File: config.mk
export PLATFORM = sky130hd
export DESIGN_NAME = bus_arbiter
export DESIGN_NICKNAME = d
export VERILOG_FILES = /design/src/rtl/bus_arbiter.sv
export SDC_FILE = /design/constraint.sdc
export NUM_CORES = 1
export LEC_CHECK = 0
export CAP_MARGIN = 20
export CELL_PAD_IN_SITES_DETAIL_PLACEMENT = 0
export CELL_PAD_IN_SITES_GLOBAL_PLACEMENT = 2
export CORE_MARGIN = 2
export CORE_UTILIZATION = 22
export CTS_CLUSTER_SIZE = 16
export DETAILED_ROUTE_END_ITERATION = 10
export PLACE_DENSITY = 0.93
export SYNTH_ARGS = -nofsm -noshare
export SYNTH_HDL_FRONTEND = slang
export SYNTH_SLANG_ARGS = --single-unit
export TNS_END_PERCENT = 1
File: constraint.sdc
create_clock -name clk -period 2.3 [get_ports clk]
set_clock_uncertainty 0.1 [all_clocks]
set_input_delay 0.46 -clock clk [delete_from_list [all_inputs] [get_ports clk]]
set_output_delay 0.46 -clock clk [all_outputs]
set_load 0.02 [all_outputs]
File: src/rtl/bus_arbiter.sv
`default_nettype none
// ============================================================================
// Module   : bus_arbiter
// Purpose  : Two-master arbiter that lets an instruction-fetch port and a
//            data (MEM) port share one Wishbone-style bus. Data accesses
//            normally win. When both ports are eligible and the previous grant
//            went to MEM, the fetch port wins instead, so neither port starves.
//            Each grant issues one registered bus command and waits for
//            bus_ack_i. The response is then returned to the owner as a
//            one-cycle ack pulse.
// Revision : 1.0 - initial release
//
// Ports
//   clk, rst            : clock; synchronous active-high reset
//   if_req_i/if_addr_i  : fetch request and byte address (held until ack)
//   if_data_o/if_ack_o  : fetched word and its completion pulse
//   mem_req_i/mem_we_i/mem_sel_i/mem_addr_i/mem_wdata_i : data request
//   mem_rdata_o/mem_ack_o                               : data response
//   bus_cyc_o/bus_stb_o/bus_we_o/bus_sel_o/bus_addr_o/bus_wdata_o : bus cmd
//   bus_rdata_i/bus_ack_i : bus response
//   stallreq_o          : pipeline stall request (combinational)
//   timeout_o           : one-cycle pulse when a bus cycle is aborted
//
// Build option
//   ARB_TIMEOUT_EN : when defined, a bus cycle with no bus_ack_i for
//                    TIMEOUT_CYCLES cycles is aborted. The owner receives
//                    data 0 and timeout_o pulses.
// ============================================================================
module bus_arbiter #(
  parameter int TIMEOUT_CYCLES = 16
) (
  input  logic        clk,
  input  logic        rst,
  input  logic        if_req_i,
  input  logic [31:0] if_addr_i,
  output logic [31:0] if_data_o,
  output logic        if_ack_o,
  input  logic        mem_req_i,
  input  logic        mem_we_i,
  input  logic [3:0]  mem_sel_i,
  input  logic [31:0] mem_addr_i,
  input  logic [31:0] mem_wdata_i,
  output logic [31:0] mem_rdata_o,
  output logic        mem_ack_o,
  output logic        bus_cyc_o,
  output logic        bus_stb_o,
  output logic        bus_we_o,
  output logic [3:0]  bus_sel_o,
  output logic [31:0] bus_addr_o,
  output logic [31:0] bus_wdata_o,
  input  logic [31:0] bus_rdata_i,
  input  logic        bus_ack_i,
  output logic        stallreq_o,
  output logic        timeout_o
);

  typedef enum logic [1:0] {
    ST_IDLE     = 2'd0,
    ST_BUSY_IF  = 2'd1,
    ST_BUSY_MEM = 2'd2
  } state_t;

  state_t      r_state, w_state_nxt;
  logic        r_last_grant, w_last_grant_nxt;   // 0 = IF, 1 = MEM
  logic        r_cyc, w_cyc_nxt;
  logic        r_we, w_we_nxt;
  logic [3:0]  r_sel, w_sel_nxt;
  logic [31:0] r_addr, w_addr_nxt;
  logic [31:0] r_wdata, w_wdata_nxt;
  logic        r_if_ack, w_if_ack_nxt;
  logic        r_mem_ack, w_mem_ack_nxt;
  logic [31:0] r_if_data, w_if_data_nxt;
  logic [31:0] r_mem_data, w_mem_data_nxt;

  // Completion of the current bus cycle and the word handed to its owner
  logic        w_done;
  logic [31:0] w_done_data;

  // A port whose ack is being presented this cycle is still holding its old
  // request. It must not be re-granted until the requester has seen the ack.
  logic w_if_elig, w_mem_elig, w_grant_mem, w_grant_if;
  assign w_if_elig   = if_req_i  & ~r_if_ack;
  assign w_mem_elig  = mem_req_i & ~r_mem_ack;
  assign w_grant_mem = w_mem_elig & (~w_if_elig | ~r_last_grant);
  assign w_grant_if  = w_if_elig & ~w_grant_mem;

`ifdef ARB_TIMEOUT_EN
  localparam int c_cnt_w = $clog2(TIMEOUT_CYCLES + 1);
  localparam logic [c_cnt_w-1:0] c_cnt_last = c_cnt_w'(TIMEOUT_CYCLES - 1);
  localparam logic [c_cnt_w-1:0] c_cnt_one  = c_cnt_w'(1);
  logic [c_cnt_w-1:0] r_cnt, w_cnt_nxt;
  logic               r_timeout, w_timeout_nxt;
`else
  // TIMEOUT_CYCLES has no effect when the abort logic is not built
  localparam int c_unused_timeout = TIMEOUT_CYCLES;
`endif

  always_comb begin
    w_state_nxt      = r_state;
    w_last_grant_nxt = r_last_grant;
    w_cyc_nxt        = r_cyc;
    w_we_nxt         = r_we;
    w_sel_nxt        = r_sel;
    w_addr_nxt       = r_addr;
    w_wdata_nxt      = r_wdata;
    w_if_ack_nxt     = 1'b0;
    w_mem_ack_nxt    = 1'b0;
    w_if_data_nxt    = r_if_data;
    w_mem_data_nxt   = r_mem_data;
    w_done           = 1'b0;
    w_done_data      = 32'h0000_0000;
`ifdef ARB_TIMEOUT_EN
    w_cnt_nxt        = r_cnt;
    w_timeout_nxt    = 1'b0;
`endif

    case (r_state)
      ST_IDLE: begin
        // bus_ack_i is deliberately not looked at here
        if (w_grant_mem) begin
          w_state_nxt      = ST_BUSY_MEM;
          w_last_grant_nxt = 1'b1;
          w_cyc_nxt        = 1'b1;
          w_we_nxt         = mem_we_i;
          w_sel_nxt        = mem_sel_i;
          w_addr_nxt       = mem_addr_i;
          w_wdata_nxt      = mem_wdata_i;
`ifdef ARB_TIMEOUT_EN
          w_cnt_nxt        = '0;
`endif
        end else if (w_grant_if) begin
          w_state_nxt      = ST_BUSY_IF;
          w_last_grant_nxt = 1'b0;
          w_cyc_nxt        = 1'b1;
          w_we_nxt         = 1'b0;
          w_sel_nxt        = 4'b1111;
          w_addr_nxt       = if_addr_i;
          w_wdata_nxt      = 32'h0000_0000;
`ifdef ARB_TIMEOUT_EN
          w_cnt_nxt        = '0;
`endif
        end
      end

      ST_BUSY_IF, ST_BUSY_MEM: begin
        if (bus_ack_i) begin
          w_done      = 1'b1;
          w_done_data = bus_rdata_i;
        end
`ifdef ARB_TIMEOUT_EN
        // r_cnt counts the ack-less cycles already spent. The abort happens
        // at the end of the TIMEOUT_CYCLES-th such cycle.
        else if (r_cnt == c_cnt_last) begin
          w_done        = 1'b1;
          w_done_data   = 32'h0000_0000;
          w_timeout_nxt = 1'b1;
        end else begin
          w_cnt_nxt = r_cnt + c_cnt_one;
        end
`endif
        if (w_done) begin
          w_state_nxt = ST_IDLE;
          w_cyc_nxt   = 1'b0;
          if (r_state == ST_BUSY_IF) begin
            w_if_ack_nxt  = 1'b1;
            w_if_data_nxt = w_done_data;
          end else begin
            w_mem_ack_nxt  = 1'b1;
            w_mem_data_nxt = w_done_data;
          end
        end
      end

      default: begin
        w_state_nxt = ST_IDLE;
        w_cyc_nxt   = 1'b0;
      end
    endcase
  end

  // Reset wins over everything, including an ack arriving in the same cycle
  always_ff @(posedge clk) begin
    if (rst) begin
      r_state      <= ST_IDLE;
      r_last_grant <= 1'b0;
      r_cyc        <= 1'b0;
      r_we         <= 1'b0;
      r_sel        <= 4'b0000;
      r_addr       <= 32'h0000_0000;
      r_wdata      <= 32'h0000_0000;
      r_if_ack     <= 1'b0;
      r_mem_ack    <= 1'b0;
      r_if_data    <= 32'h0000_0000;
      r_mem_data   <= 32'h0000_0000;
    end else begin
      r_state      <= w_state_nxt;
      r_last_grant <= w_last_grant_nxt;
      r_cyc        <= w_cyc_nxt;
      r_we         <= w_we_nxt;
      r_sel        <= w_sel_nxt;
      r_addr       <= w_addr_nxt;
      r_wdata      <= w_wdata_nxt;
      r_if_ack     <= w_if_ack_nxt;
      r_mem_ack    <= w_mem_ack_nxt;
      r_if_data    <= w_if_data_nxt;
      r_mem_data   <= w_mem_data_nxt;
    end
  end

`ifdef ARB_TIMEOUT_EN
  always_ff @(posedge clk) begin
    if (rst) begin
      r_cnt     <= '0;
      r_timeout <= 1'b0;
    end else begin
      r_cnt     <= w_cnt_nxt;
      r_timeout <= w_timeout_nxt;
    end
  end
  assign timeout_o = r_timeout;
`else
  assign timeout_o = 1'b0;
`endif

  assign bus_cyc_o   = r_cyc;
  assign bus_stb_o   = r_cyc;
  assign bus_we_o    = r_we;
  assign bus_sel_o   = r_sel;
  assign bus_addr_o  = r_addr;
  assign bus_wdata_o = r_wdata;
  assign if_ack_o    = r_if_ack;
  assign if_data_o   = r_if_data;
  assign mem_ack_o   = r_mem_ack;
  assign mem_rdata_o = r_mem_data;

  assign stallreq_o = (if_req_i & ~r_if_ack) | (mem_req_i & ~r_mem_ack);

endmodule
`default_nettype wire

==> results.md <==
* RSZ-0062 raised after global routing: no
* Hold WC Path Type: flop to flop
* CP startpoint kind: flop
* Post-route setup slack at 0.218 ns
* Status: finished clean
* Rel. slew slack at 60.7%
* Slowest stage cell on the critical path: clkdlybuf4s50_1
* Cell with the most instances after synthesis: nand2_1
* Vias in the first global route at 5,430
* Clk pin slew, worst setup/hold paths at 0.06 ns
* Synth top area cells: dfxtp_1 53%, nand2_1 14%, a21oi_1 13%, a211oi_1 3.7%, nand3_1 3.2%
* Crit-path max FO at 4
* Largest net degree at the start of global routing at 46
* Crit-path max cell delay at 0.70 ns
* Die width at 159 um
* Die Area at 25,200 um2
* Vias at 5,479
* Core ar. at 23,500 um2
* Cts repair resizes at 1
* LEAKAGE at 0.00319 uW
* Ys async rst share at 0%
* Share of cells above drive strength 1 at 6.97%
* Initial DRC Count at 336
* Mapped Area at 5280 um2
* Register bit count reported by yosys at 139
* I/O pin count at 277
* Area delta synth->final at 71.3%
* Yosys warns at 0
* Cells after synthesis at 658
* Total Wirelength at 19,500 um
* Maximum vdd drop at 390 uV
* CP top delay family: buffers and inverters
* Setup TNS at 0 ns
* First-pass GRT wire length at 31,200 um
* Ys flop type: dfxtp_1
* Height of the die at 159 um
* CP Class: flop to output pin
* Final nets at 1,060
* Worst Path Buf+Inv at 1
* Simple-gate share of the synthesized area at 22.1%
* Max Cap Viol at 0
* Total GRT Usage at 15.5%
* Port-buffer cells at 275
* GR Overflow Total at 0
* GPL Wtd Cong at 0.793
* Drt first pass iters at 5
* Hold Buf Count CTS at 0
* Avg Inst Size Synth at 8.02 um2
* Fin util at 38.4%
* Tmin final at 2.08 ns
* Achievable Freq at 0.480 GHz
* Post-synthesis cell type count at 34
* Routed vias/inst at 4.38
* # setup viols final at 0
* Syn nets at 798
* Post-CTS Setup Inserts at 0
* Worst path required time at 1.74 ns
* Top cells by count, synth: 198 x nand2_1, 139 x dfxtp_1, 132 x a21oi_1
* Worst Tran Pin Value at 0.590 ns
* Hpwl dp at 13,300 um
* Clk sinks at 139
* Overall power at 7370 uW
* Post-place setup slack at -0.0115 ns
* Worst skew pair latency at 0.41 ns
* Pwr dens at 815 nW/um2
* Clock root buffer: clkbuf_16
* TritonCTS Buffers at 17
* Fin crit share at 90.5%
* Max Slew Vio Count at 0
* Routed Antenna Nets at 0
* TritonCTS clock tree: done
* EDFF count, synth at 0
* Clk buf depth at 2
* CP endpoint kind: output pin
* Initial core utilization at 22.4%
* Largest family of logic cells by synthesized area: simple AND/OR/NAND/NOR gates
* Synth Area in Compound Gates at 19.2%
* CP cell instances: clkdlybuf4s50_1
* H-Tree Depth at 4
* Number of diodes at 0
* Post-Synth Adder-Cell Area at 0.474%
* Synth area leader: dfxtp_1
* Drt wl/cell at 15.5 um
* Sequential share of the synthesized area at 52.7%
* Post-synthesis xor/xnor area fraction at 0%
* Multiplexer area fraction after synthesis at 0%
* # DRC at 0
* # rows at 56
* Critical path data arrival time at 1.52 ns
* Antenna violations before repair at 1
* Fin. Hold Viols at 0
* Share of the synthesized area in the top cell type at 52.7%
-- metal layers --
metal | track usage, % | part of all wire, % | vias to the layer above | wire length (um)
met5 | 0 | 0 | - | 0
met4 | 5.04 | 1.5 | 0 | 296
met3 | 6.53 | 9.0 | 21 | 1760
met2 | 25.4 | 47 | 214 | 9110
met1 | 18.5 | 43 | 2516 | 8300
li1 | - | - | 2728 | -
-- metrics by stage --
step | hold slack (ns) | cells | area [um2]
CTS | 0.351 | 1252 | 9040
finish | 0.350 | 1252 | 9040
floorplan | 0.371 | 658 | 5280
global route | 0.363 | 1252 | 9040
detailed placement | 0.342 | 1220 | 8470
global placement | 0.338 | 1220 | 8470
-- worst register-to-register path: cells and delay by family, from the launching register on --
kind | cells | cell delay, ns
AO/OA/AOI/OAI | 2 | 0.55
adder cells (fa/ha/maj) | 1 | 0.35
flip-flops | 1 | 0.32
buffers and inverters | 2 | 0.32
AND/OR/NAND/NOR | 1 | 0.07
-- report_power, final --
part | total [uW] | internal [uW] | switching (uW)
logic | 1910 | 907 | 1000
registers | 2760 | 2630 | 125
clock network | 2700 | 1560 | 1140
total | 7370 | 5100 | 2270
-- logic make-up after synthesis --
group,after synthesis
AND/OR/NAND/NOR,285
adder cells (fa/ha/maj),2
AO/OA/AOI/OAI,174
buffers and inverters,57
other,1
flip-flops,139
-- final timing paths --
kind / start / end / slack [ns] / cells past startpoint
max: if_ack_o / if_ack_o / 0.22 / 1
min: bus_wdata_o[27] / bus_wdata_o[27] / 0.35 / 2
max reg2reg: r_state[1] / bus_addr_o[9] / 0.52 / 6
min reg2reg: bus_wdata_o[27] / bus_wdata_o[27] / 0.35 / 2
-- flip-flops by register name, indices dropped and copies added, names as in the netlist --
| signal | count |
|---|---|
| bus_addr_o | 32 |
| bus_wdata_o | 32 |
| if_data_o | 32 |
| mem_rdata_o | 32 |
| bus_sel_o | 4 |
| r_state | 2 |
| bus_cyc_o | 1 |
| bus_we_o | 1 |
| if_ack_o | 1 |
| mem_ack_o | 1 |
| r_last_grant | 1 |
-- layout by cell type (no fill, tap or decap), drive strengths merged, types with 2 or more instances in the layout --
cell type / n
clkdlybuf4s50: 273
nand2: 198
dfxtp: 139
a21oi: 133
nor2: 37
nand3: 34
a211oi: 32
buf: 24
clkbuf: 21
inv: 6
clkinvlp: 5
o22ai: 4
nand2b: 3
nor2b: 3
nand3b: 2
nand4: 2
ha: 2
o21ai: 2
-- area by class of cell --
| cell class | count | area [um2] |
|---|---|---|
| repair buffers | 298 | 3060 |
| inverters | 2 | 7.51 |
| flip-flops and latches | 139 | 2780 |
| well taps | 319 | 399 |
| clock buffers | 21 | 460 |
| clock inverters | 11 | 111 |
| multi-input cells | 462 | 2220 |
| fillers | 2470 | 14500 |
No activity file was read; power rests on OpenSTA's default activity.
